[config.mk]
export PLATFORM = sky130hd
export DESIGN_NAME = sumador_serial_ctrl
export DESIGN_NICKNAME = d
export VERILOG_FILES = /design/src/rtl/sumador_serial_ctrl.sv
export SDC_FILE = /design/constraint.sdc
export NUM_CORES = 1
export LEC_CHECK = 0
export CAP_MARGIN = 20
export CORE_AREA = 2 2 51 71
export DETAILED_ROUTE_END_ITERATION = 6
export DIE_AREA = 0 0 53 73
export REMOVE_ABC_BUFFERS = 1
export SYNTH_ARGS = -nofsm -noshare
export SYNTH_HDL_FRONTEND = slang
export SYNTH_SLANG_ARGS = --single-unit
[constraint.sdc]
create_clock -name clk -period 2.85 [get_ports clk]
set_clock_uncertainty 0.2 [all_clocks]
set_input_delay 0.4275 -clock clk [delete_from_list [all_inputs] [get_ports clk]]
set_output_delay 0.4275 -clock clk [all_outputs]
set_load 0.02 [all_outputs]
[src/rtl/sumador_serial_ctrl.sv]
// Bit-serial adder controller.
// A single full-adder cell is reused over WIDTH cycles. Each cycle it consumes
// the LSBs of the operand shift registers and the stored carry.
// The sum bits are assembled MSB-first into a shift register.
module sumador_serial_ctrl #(
    parameter int unsigned WIDTH = 4
) (
    input  logic             clk,
    input  logic             rst,
    input  logic             start,
    input  logic [WIDTH-1:0] A,
    input  logic [WIDTH-1:0] B,
    input  logic             Cin,
    output logic [WIDTH-1:0] S,
    output logic             Co,
    output logic             busy,
    output logic             done
);

    localparam int unsigned CNT_W = (WIDTH > 1) ? $clog2(WIDTH) : 1;

    typedef enum logic [1:0] {
        IDLE = 2'd0,
        SUMA = 2'd1,
        FIN  = 2'd2
    } state_t;

    state_t           r_state;
    logic [WIDTH-1:0] r_shift_a;
    logic [WIDTH-1:0] r_shift_b;
    logic [WIDTH-1:0] r_sum;
    logic             r_carry;
    logic [CNT_W-1:0] r_cnt;
    logic [WIDTH-1:0] r_s;
    logic             r_co;
    logic             r_busy;
    logic             r_done;

    logic             w_a0;
    logic             w_b0;
    logic             w_s;
    logic             w_co;
    logic             w_last;
    logic [WIDTH-1:0] w_sum_next;

    // Shared full-adder cell and next value of the sum assembly register.
    // The shift form is used so that WIDTH=1 needs no special case.
    assign w_a0       = r_shift_a[0];
    assign w_b0       = r_shift_b[0];
    assign w_s        = w_a0 ^ w_b0 ^ r_carry;
    assign w_co       = ((w_a0 ^ w_b0) & r_carry) | (w_a0 & w_b0);
    assign w_sum_next = (r_sum >> 1) | (WIDTH'(w_s) << (WIDTH - 1));
    assign w_last     = (r_cnt == CNT_W'(WIDTH - 1));

    // Control FSM with the datapath registers and registered handshake outputs.
    always_ff @(posedge clk) begin
        if (rst) begin
            r_state   <= IDLE;
            r_shift_a <= '0;
            r_shift_b <= '0;
            r_sum     <= '0;
            r_carry   <= 1'b0;
            r_cnt     <= '0;
            r_s       <= '0;
            r_co      <= 1'b0;
            r_busy    <= 1'b0;
            r_done    <= 1'b0;
        end else begin
            case (r_state)
                IDLE: begin
                    r_done <= 1'b0;
                    if (start) begin
                        r_shift_a <= A;
                        r_shift_b <= B;
                        r_carry   <= Cin;
                        r_cnt     <= '0;
                        r_busy    <= 1'b1;
                        r_state   <= SUMA;
                    end
                end
                SUMA: begin
                    r_carry   <= w_co;
                    r_shift_a <= r_shift_a >> 1;
                    r_shift_b <= r_shift_b >> 1;
                    r_sum     <= w_sum_next;
                    r_cnt     <= r_cnt + CNT_W'(1);
                    if (w_last) begin
                        // The result includes the bit and carry produced on this edge.
                        r_s     <= w_sum_next;
                        r_co    <= w_co;
                        r_busy  <= 1'b0;
                        r_done  <= 1'b1;
                        r_state <= FIN;
                    end
                end
                FIN: begin
                    r_done  <= 1'b0;
                    r_state <= IDLE;
                end
                default: begin
                    r_busy  <= 1'b0;
                    r_done  <= 1'b0;
                    r_state <= IDLE;
                end
            endcase
        end
    end

    assign S    = r_s;
    assign Co   = r_co;
    assign busy = r_busy;
    assign done = r_done;

endmodule

# Word level (Yosys, flattened, before mapping)
# Cells that the tools add are included.
op_classes:
  add_sub_neg: 1
  multipliers: 0
  div: 0
  n_lt_le_gt_ge: 0
  n_eq_ne: 5
  shift: 0
  mux: 14
  bitwise: 8
  n_reduce_logical: 7
ops:
  columns: ["operator", "n"]
  rows:
  - ["case mux 4 bit (2 select lines)", 2]
  - ["2-to-1 mux 4 bit", 2]
  - ["case mux 2 bit (2 select lines)", 2]
  - ["2-to-1 mux 2 bit", 3]
  - ["AND reduction 2 bit", 3]
  - ["== test 2 bit (second input constant)", 2]
  - ["inequality test 2 bit (second input constant)", 2]
  - ["bitwise OR 3 x 4 -> 4 bit", 1]
  - ["2-to-1 mux 1 bit", 3]
  - ["case mux 1 bit (3 select lines)", 1]
  - ["AND reduction 3 bit", 1]
  - ["adder 2 x 1 -> 2 bit (second input constant)", 1]
  - ["AND 1 bit", 2]
  - ["== test 2 x 1 -> 1 bit (second input constant)", 1]
  - ["logical NOT 2 bit", 1]
  - ["inverter 1 bit", 2]
  - ["case mux 1 bit (2 select lines)", 1]
  - ["nonzero test 2 bit", 1]
  - ["OR reduction 2 bit", 1]
  - ["bitwise XOR 1 bit", 2]
  - ["bitwise OR 1 bit", 1]
totals:
  regBits: 24
  latchBits: 0
  ram_bits: 0
  romBits: 0
  wordCells: 45
  mem_count: 0

# Depth between registers and ports, before layout
# Gate-level depths: netlist of the first run.
depth:
  word_depth: 4
  depth_mapped: 5
  depth_no_buf: 4

# Least setup slack after synthesis of the first run
# No wires, ideal clock.
synth_timing:
  path_kind: "reg-to-reg"
  from: "register r_cnt[0]"
  to: "register r_co (netlist: Co)"
  t_arrival_ns: 1.014
  required_ns: 2.517
  setup_slack_ns: 1.503
  path_stages_with_launch: 6
  cell_sequence: "dfxtp_1 -> ha_1 -> clkbuf_1 -> nand3b_1 -> nand2_1 -> a21oi_1"
synth_between:
  elab_chain_len: 2
synth_lines:
  columns: ["item", "line", "text"]
  rows:
  - ["from (decl)", "33", "logic [CNT_W-1:0] r_cnt;"]
  - ["from (signal assigned)", "86", "r_cnt <= r_cnt + CNT_W'(1);"]
  - ["== test 2 bit", "53", "assign w_last = (r_cnt == CNT_W'(WIDTH - 1));"]
  - ["AND reduction 2 bit (no line)", null, null]
  - ["to (signal assigned)", "90", "r_co <= w_co;"]
  - ["to (decl)", "35", "logic r_co;"]
# Every way passes these cells.
# A chain may end at the register's enable or synchronous reset.

# Final worst setup path of the first run
layout_timing:
  from: "register r_done (netlist: done)"
  to: "output port done"
layout_lines:
  columns: ["item", "line", "text"]
  rows:
  - ["from (decl)", "37", "logic r_done;"]
  - ["from (signal assigned)", "67", "r_done <= 1'b0;"]
  - ["from (signal assigned)", "71", "r_done <= 1'b0;"]
  - ["from (signal assigned)", "92", "r_done <= 1'b1;"]
  - ["to (decl)", "17", "output logic done"]
# No word-level cell between the ends.

==> qor.yml, run 1 <==
synthesis:
  synthCells: 100
  ys_ff_latch: 23
  synth_fa_ha_area_share_pct: 3.504
  synth_top_family_by_area: "simple AND/OR/NAND/NOR gates"
  ys.flop_type: "dfxtp_1"
  synth_compound_area_share_pct: 14.29
  synth_mux_area_share_pct: 9.704
  synth_area_leaders: "dfxtp_1 50%, mux2i_1 9.7%, a211oi_1 5.7%"
  synthDistinctLibCells: 22
  yosys.area_share.simple_pct: 17.92
  synth_area_um2: 928.4
  synthDominantCellAreaShare_pct: 49.60
  synthArstFlopShare_pct: 0
  ys.warnings.count: 0
  synth_area_leader_cell: "dfxtp_1"
  ys_seq_area_share_pct: 49.60
  synth_xor_xnor_area_share_pct: 0
  synth.avg_cell_area_um2: 9.284
  synth_edf_count: 0
place:
  gp_congestion: 0.7365
  port_buffers: 18
  hpwl_mm: 1.216
grt:
  grt_pass1_wl_mm: 2.939
  track_usage_pct: 9.822
  grt_pass1_vias: 674
  grt_max_degree: 24
  grt.overflow.total: 0
  antenna_found_initial: 0
power_and_ir_drop:
  power.density_nw_per_um2: 526.9
  irDropWorstVdd_v: 0.0002182
  p_total_uw: 611.8
  p_leak_nw: 0.4239
worst_setup_path:
  crit_fanout: 2
  crit_buf_inv: 1
  slowest_delay_ns: 0.60
  crit_slowest_cell: "clkdlybuf4s50_1"
  critical_path.cell_chain: "clkdlybuf4s50_1"
  end_kind: "output pin"
  cp_top_family: "buffers and inverters"
  crit_type: "flip-flop to output pin"
  startpoint_type: "flip-flop"
  critPathRequiredTime_ns: 2.22
  arrival_ns: 1.19
clocking:
  cts_resized: 0
  clk_path_buf_depth: 2
  root_buffer: "clkbuf_8"
  postCtsHoldBufs: 0
  cts_tree: "yes"
  numCtsBuffers: 3
  cts_htree_levels: 1
  clk_latency_ns: 0.26
  cts_setup_buffers: 0
  clk_pin_slew_worst_paths_ns: 0.08
  clkSinkCount: 23
timing:
  tns_ns: 0
  period_share_pct: 63.93
  tightest_slew_ns: 0.7858
  rsz0062_at_grt: "no"
  finalSetupViolCount: 0
  period_needed_ns: 1.822
  fmax_mhz: 548.8
  final_hold_viol_count: 0
  slew_violations: 0
  maxSlewHeadroom_pct: 47.45
detailed_routing:
  drt_wl_total_mm: 1.617
  drtIter0Drc: 19
  vias_per_cell: 4.548
  antenna_left: 0
  drc_errors: 0
  avgRoutedWirePerCell_um: 10.43
  first_pass_iters: 4
  vias: 705
worst_hold_path:
  worst_hold_path_type: "flip-flop to flip-flop"
die:
  rows: 25
  initial_core_util_pct: 28.27
  die_h_um: 73
  chipWidth_um: 53
  die_area_um2: 3869
  design.core.area_um2: 3284
  io_pins: 19
layout:
  area.growth.synth_to_final_pct: 25.07
  mostFrequentLayoutCells: "23 x dfxtp_1, 18 x clkdlybuf4s50_1, 13 x nor2_1"
  n_antenna_cell: 0
  drive_gt1_share_pct: 3.478
  fin_nets: 130
  final_common_cell: "dfxtp_1"
outcome:
  status: "finished, final reports clean"
job:
  max_cap_violations: 0
## cells by family (layout without fill, tap and decap cells)
family / Yosys count / after routing
flip-flops: 23 / 23
adder cells (fa/ha/maj): 2 / 2
multiplexers: 9 / 9
AND/OR/NAND/NOR: 37 / 37
buffers and inverters: 8 / 23
AO/OA/AOI/OAI: 21 / 21
## synthesized netlist by cell type (all sizes together) (2+ instances only)
cell type  instances
mux2i              9
nor2              13
a211oi             7
a22oi              3
a21oi              9
nand3              5
dfxtp             23
nand2             11
clkbuf             3
nor3               3
buf                4
nand2b             2
## per-layer routing
metal	wire length [um]	up-vias	share of wire, %	track usage, %
li1	-	375	-	-
met1	750	314	46	12.94
met2	795	14	49	15.83
met3	56	2	3.5	1.230
met4	15	0	0.93	4.274
met5	0	-	0	0
## cell type report
class	instances	area, um^2
repair buffers	18	180.2
well taps	40	50.05
inverters	1	3.754
multi-input cells	69	421.7
fillers	340	2123
flip-flops and latches	23	460.4
clock buffers	4	45.04
## stage by stage
stage	setup WS (ns)	util [%]	instances	area [um^2]	hold WS (ns)
after floorplan	1.507	-	93	885.9	0.2305
after global placement	0.9191	33.98	151	1116	0.2424
after detailed placement	0.8857	33.98	151	1116	0.2494
after CTS	1.015	35.35	155	1161	0.2604
after global routing	0.9770	35.35	155	1161	0.2773
final	1.028	35.35	155	1161	0.2555
## final timing paths
kind / slack, ns / cells after the start / to / startpoint
setup reg to reg: 1.25 / 3 / r_shift_a[1]$_SDFFE_PP0P_ / r_state[1]$_SDFFE_PP0P_
setup / recovery: 1.03 / 1 / done / done$_SDFFE_PP0P_
hold reg to reg: 0.26 / 2 / S[1]$_SDFFE_PP0P_ / S[1]$_SDFFE_PP0P_
hold / removal: 0.26 / 2 / S[1]$_SDFFE_PP0P_ / S[1]$_SDFFE_PP0P_
## tightest hold or removal path, delay by kind of cell, from the launching register on
| family | cells | cell delay, ns |
|---|---|---|
| DFF | 1 | 0.31 |
| and+or+nand+nor | 1 | 0.05 |
| AOI/OAI and AO/OA | 1 | 0.05 |
## registers in the layout (all words and copies together), names as in the netlist
name       count
Co             1
S              4
busy           1
done           1
r_carry        1
r_cnt          2
r_shift_a      4
r_shift_b      4
r_state        2
r_sum          3
## power breakdown
part	switching, mW	leakage, nW	internal (mW)
combinational	0.0336	0.213	0.0358
clock	0.0958	0.0228	0.0995
sequential	0.0104	0.188	0.337
Note: power is estimated with default switching activity, not from simulation.
==> inputs of run 2 (changes only) <==
==> constraint.sdc (replaced) <==
create_clock -name clk -period 1.6 [get_ports clk]
set_clock_uncertainty 0.2 [all_clocks]
set_input_delay 0.24 -clock clk [delete_from_list [all_inputs] [get_ports clk]]
set_output_delay 0.24 -clock clk [all_outputs]
set_load 0.02 [all_outputs]
==> run 2 against run 1 <==
Against the previous run:
- die area stayed put
- setup slack worse by 0.88 ns
- highest routed layer unchanged
- largest power group unchanged
- largest cell class unchanged
- count of clock-buffer cells in the layout unchanged
- critical endpoint is now r_carry$_SDFFE_PP0P_
==> qor.yml, run 2 (same netlist as run 1, synthesis figures left out) <==
outcome:
  status: "finished, final reports clean"
die:
  initial_core_util_pct: 28.27  # unchanged
  die_area_um2: 3869  # unchanged
  chipWidth_um: 53  # unchanged
  design.core.area_um2: 3284  # unchanged
  io_pins: 19  # unchanged
  die_h_um: 73  # unchanged
  rows: 25  # unchanged
timing:
  fmax_mhz: 690.6
  period_needed_ns: 1.448
  hold_ws_ns: 0.2532  # -0.002257 ns
  finalSetupViolCount: 0  # unchanged
  slew_violations: 0  # unchanged
  tightest_slew_ns: 0.3395  # -0.4463 ns
  maxSlewHeadroom_pct: 77.32  # +30 points
  period_share_pct: 90.50
  final_hold_viol_count: 0  # unchanged
  rsz0062_at_grt: "no"
worst_setup_path:
  startpoint_type: "flip-flop"
  arrival_ns: 1.43  # +0.24 ns
  crit_start: "r_state[1]$_SDFFE_PP0P_"
  rr_startpoint: "r_state[1]$_SDFFE_PP0P_"
  end_kind: "flip-flop"
  r2r-end: "r_carry$_SDFFE_PP0P_"
  crit_type: "flip-flop to flip-flop"
  r2r_slack_ns: 0.15  # -1.10 ns
  critPathRequiredTime_ns: 1.58  # -0.64 ns
  ff2ff_path_depth: 4  # +1
  endpoint: "r_carry$_SDFFE_PP0P_"
  crit_fanout: 15  # +13
clocking:
  cts_setup_buffers: 0  # unchanged
  cts_tree: "yes"
  clk_latency_ns: 0.27  # about the same
  clk_path_buf_depth: 2  # unchanged
  cts_htree_levels: 1  # unchanged
  clk_pin_slew_worst_paths_ns: 0.08  # about the same
  root_buffer: "clkbuf_8"
  numCtsBuffers: 3  # unchanged
  clkSinkCount: 23  # unchanged
detailed_routing:
  vias_per_cell: 4.671  # +2.7%
  drtIter0Drc: 13  # -6
  drc_errors: 0  # unchanged
  drt_wl_total_mm: 1.865  # +15%
  first_pass_iters: 4  # unchanged
  vias: 752  # +6.7%
  avgRoutedWirePerCell_um: 11.58  # +11%
  antenna_left: 0  # unchanged
power_and_ir_drop:
  p_leak_nw: 0.4955  # +17%
  irDropWorstVdd_v: 0.0003769  # +73%
  p_total_mw: 1.126  # +84%
  power.density_nw_per_um2: 921.5  # +75%
grt:
  grt_pass1_wl_mm: 3.174  # +8.0%
  grt.overflow.total: 0  # unchanged
  grt_max_degree: 24  # unchanged
  antenna_found_initial: 0  # unchanged
  track_usage_pct: 11.13  # +1.3 points
  grt_pass1_vias: 731  # +8.5%
layout:
  multi_input_area_um2: 421.7  # unchanged
  fin_nets: 136  # +4.6%
  area.growth.synth_to_final_pct: 31.67
  drive_gt1_share_pct: 8.264  # +4.8 points
  seq_area_um2: 460.4  # unchanged
  mostFrequentLayoutCells: "23 x dfxtp_1, 13 x nor2_1, 11 x nand2_1, 11 x clkdlybuf4s50_1"
  nFillCells: 346  # +1.8%
  final_common_cell: "dfxtp_1"
  n_antenna_cell: 0  # unchanged
place:
  hpwl_mm: 1.355  # +11%
  gp_congestion: 0.6861  # -6.8%
  port_buffers: 18  # unchanged
worst_hold_path:
  worst_hold_path_type: "flip-flop to flip-flop"
job:
  max_cap_violations: 0  # unchanged
## run 2: how the worst min path moves through the flow
stage,start,to,slack [ns],cells after the start
2_1_floorplan,rst,Co$_SDFFE_PP0P_,0.11,1
3_3_place_gp,S[2]$_SDFFE_PP0P_,S[2]$_SDFFE_PP0P_,0.24,2
3_5_place_dp,S[0]$_SDFFE_PP0P_,S[0]$_SDFFE_PP0P_,0.25,2
4_1_cts,S[0]$_SDFFE_PP0P_,S[0]$_SDFFE_PP0P_,0.26,2
5_1_grt,S[1]$_SDFFE_PP0P_,S[1]$_SDFFE_PP0P_,0.29,2
6_report,S[0]$_SDFFE_PP0P_,S[0]$_SDFFE_PP0P_,0.25,2
## run 2: metal layers
layer	part of all wire, %	up-vias	wire [um]	global-route usage [%]
met5	0	-	0	0
met4	2.5	0	47	6.838
met3	4.1	5	77	1.844
met2	52	19	964	19.31
met1	42	340	775	12.26
li1	-	388	-	-
## run 2: worst max-delay path, stage by stage, from the launching register on
cell	delay, ns
dfxtp_1	0.44
nand2b_1	0.30
buf_12	0.18
nor2_1	0.04
a211oi_1	0.21
## run 2: cell type report
class | instances | share of cell area, %
flip-flops and latches | 23 | 37.67
multi-input cells | 69 | 34.49
repair buffers | 24 | 19.75
well taps | 40 | 4.094
clock buffers | 4 | 3.685
inverters | 1 | 0.3071
## run 2: metrics by stage
step                instances  setup WS (ns)  setup TNS [ns]  cell area, um^2  utilization [%]
floorplan                  93         0.2571               0            885.9                -
global placement          157       0.002057               0             1186            36.11
detailed placement        157       -0.02312        -0.09837             1186            36.11
CTS                       161         0.1481               0             1222            37.22
global route              161        0.02624               0             1222            37.22
finish                    161         0.1520               0             1222            37.22
## run 2: power by group
group | switching [mW] | internal, mW
clock | 0.185 | 0.178
combinational | 0.0656 | 0.0789
sequential | 0.0198 | 0.600
total | 0.270 | 0.857
## run 2: timing repair
item,CTS,global route
hold buffers,0,0
endpoints found under the setup margin,7,0
gates resized for setup,7,0
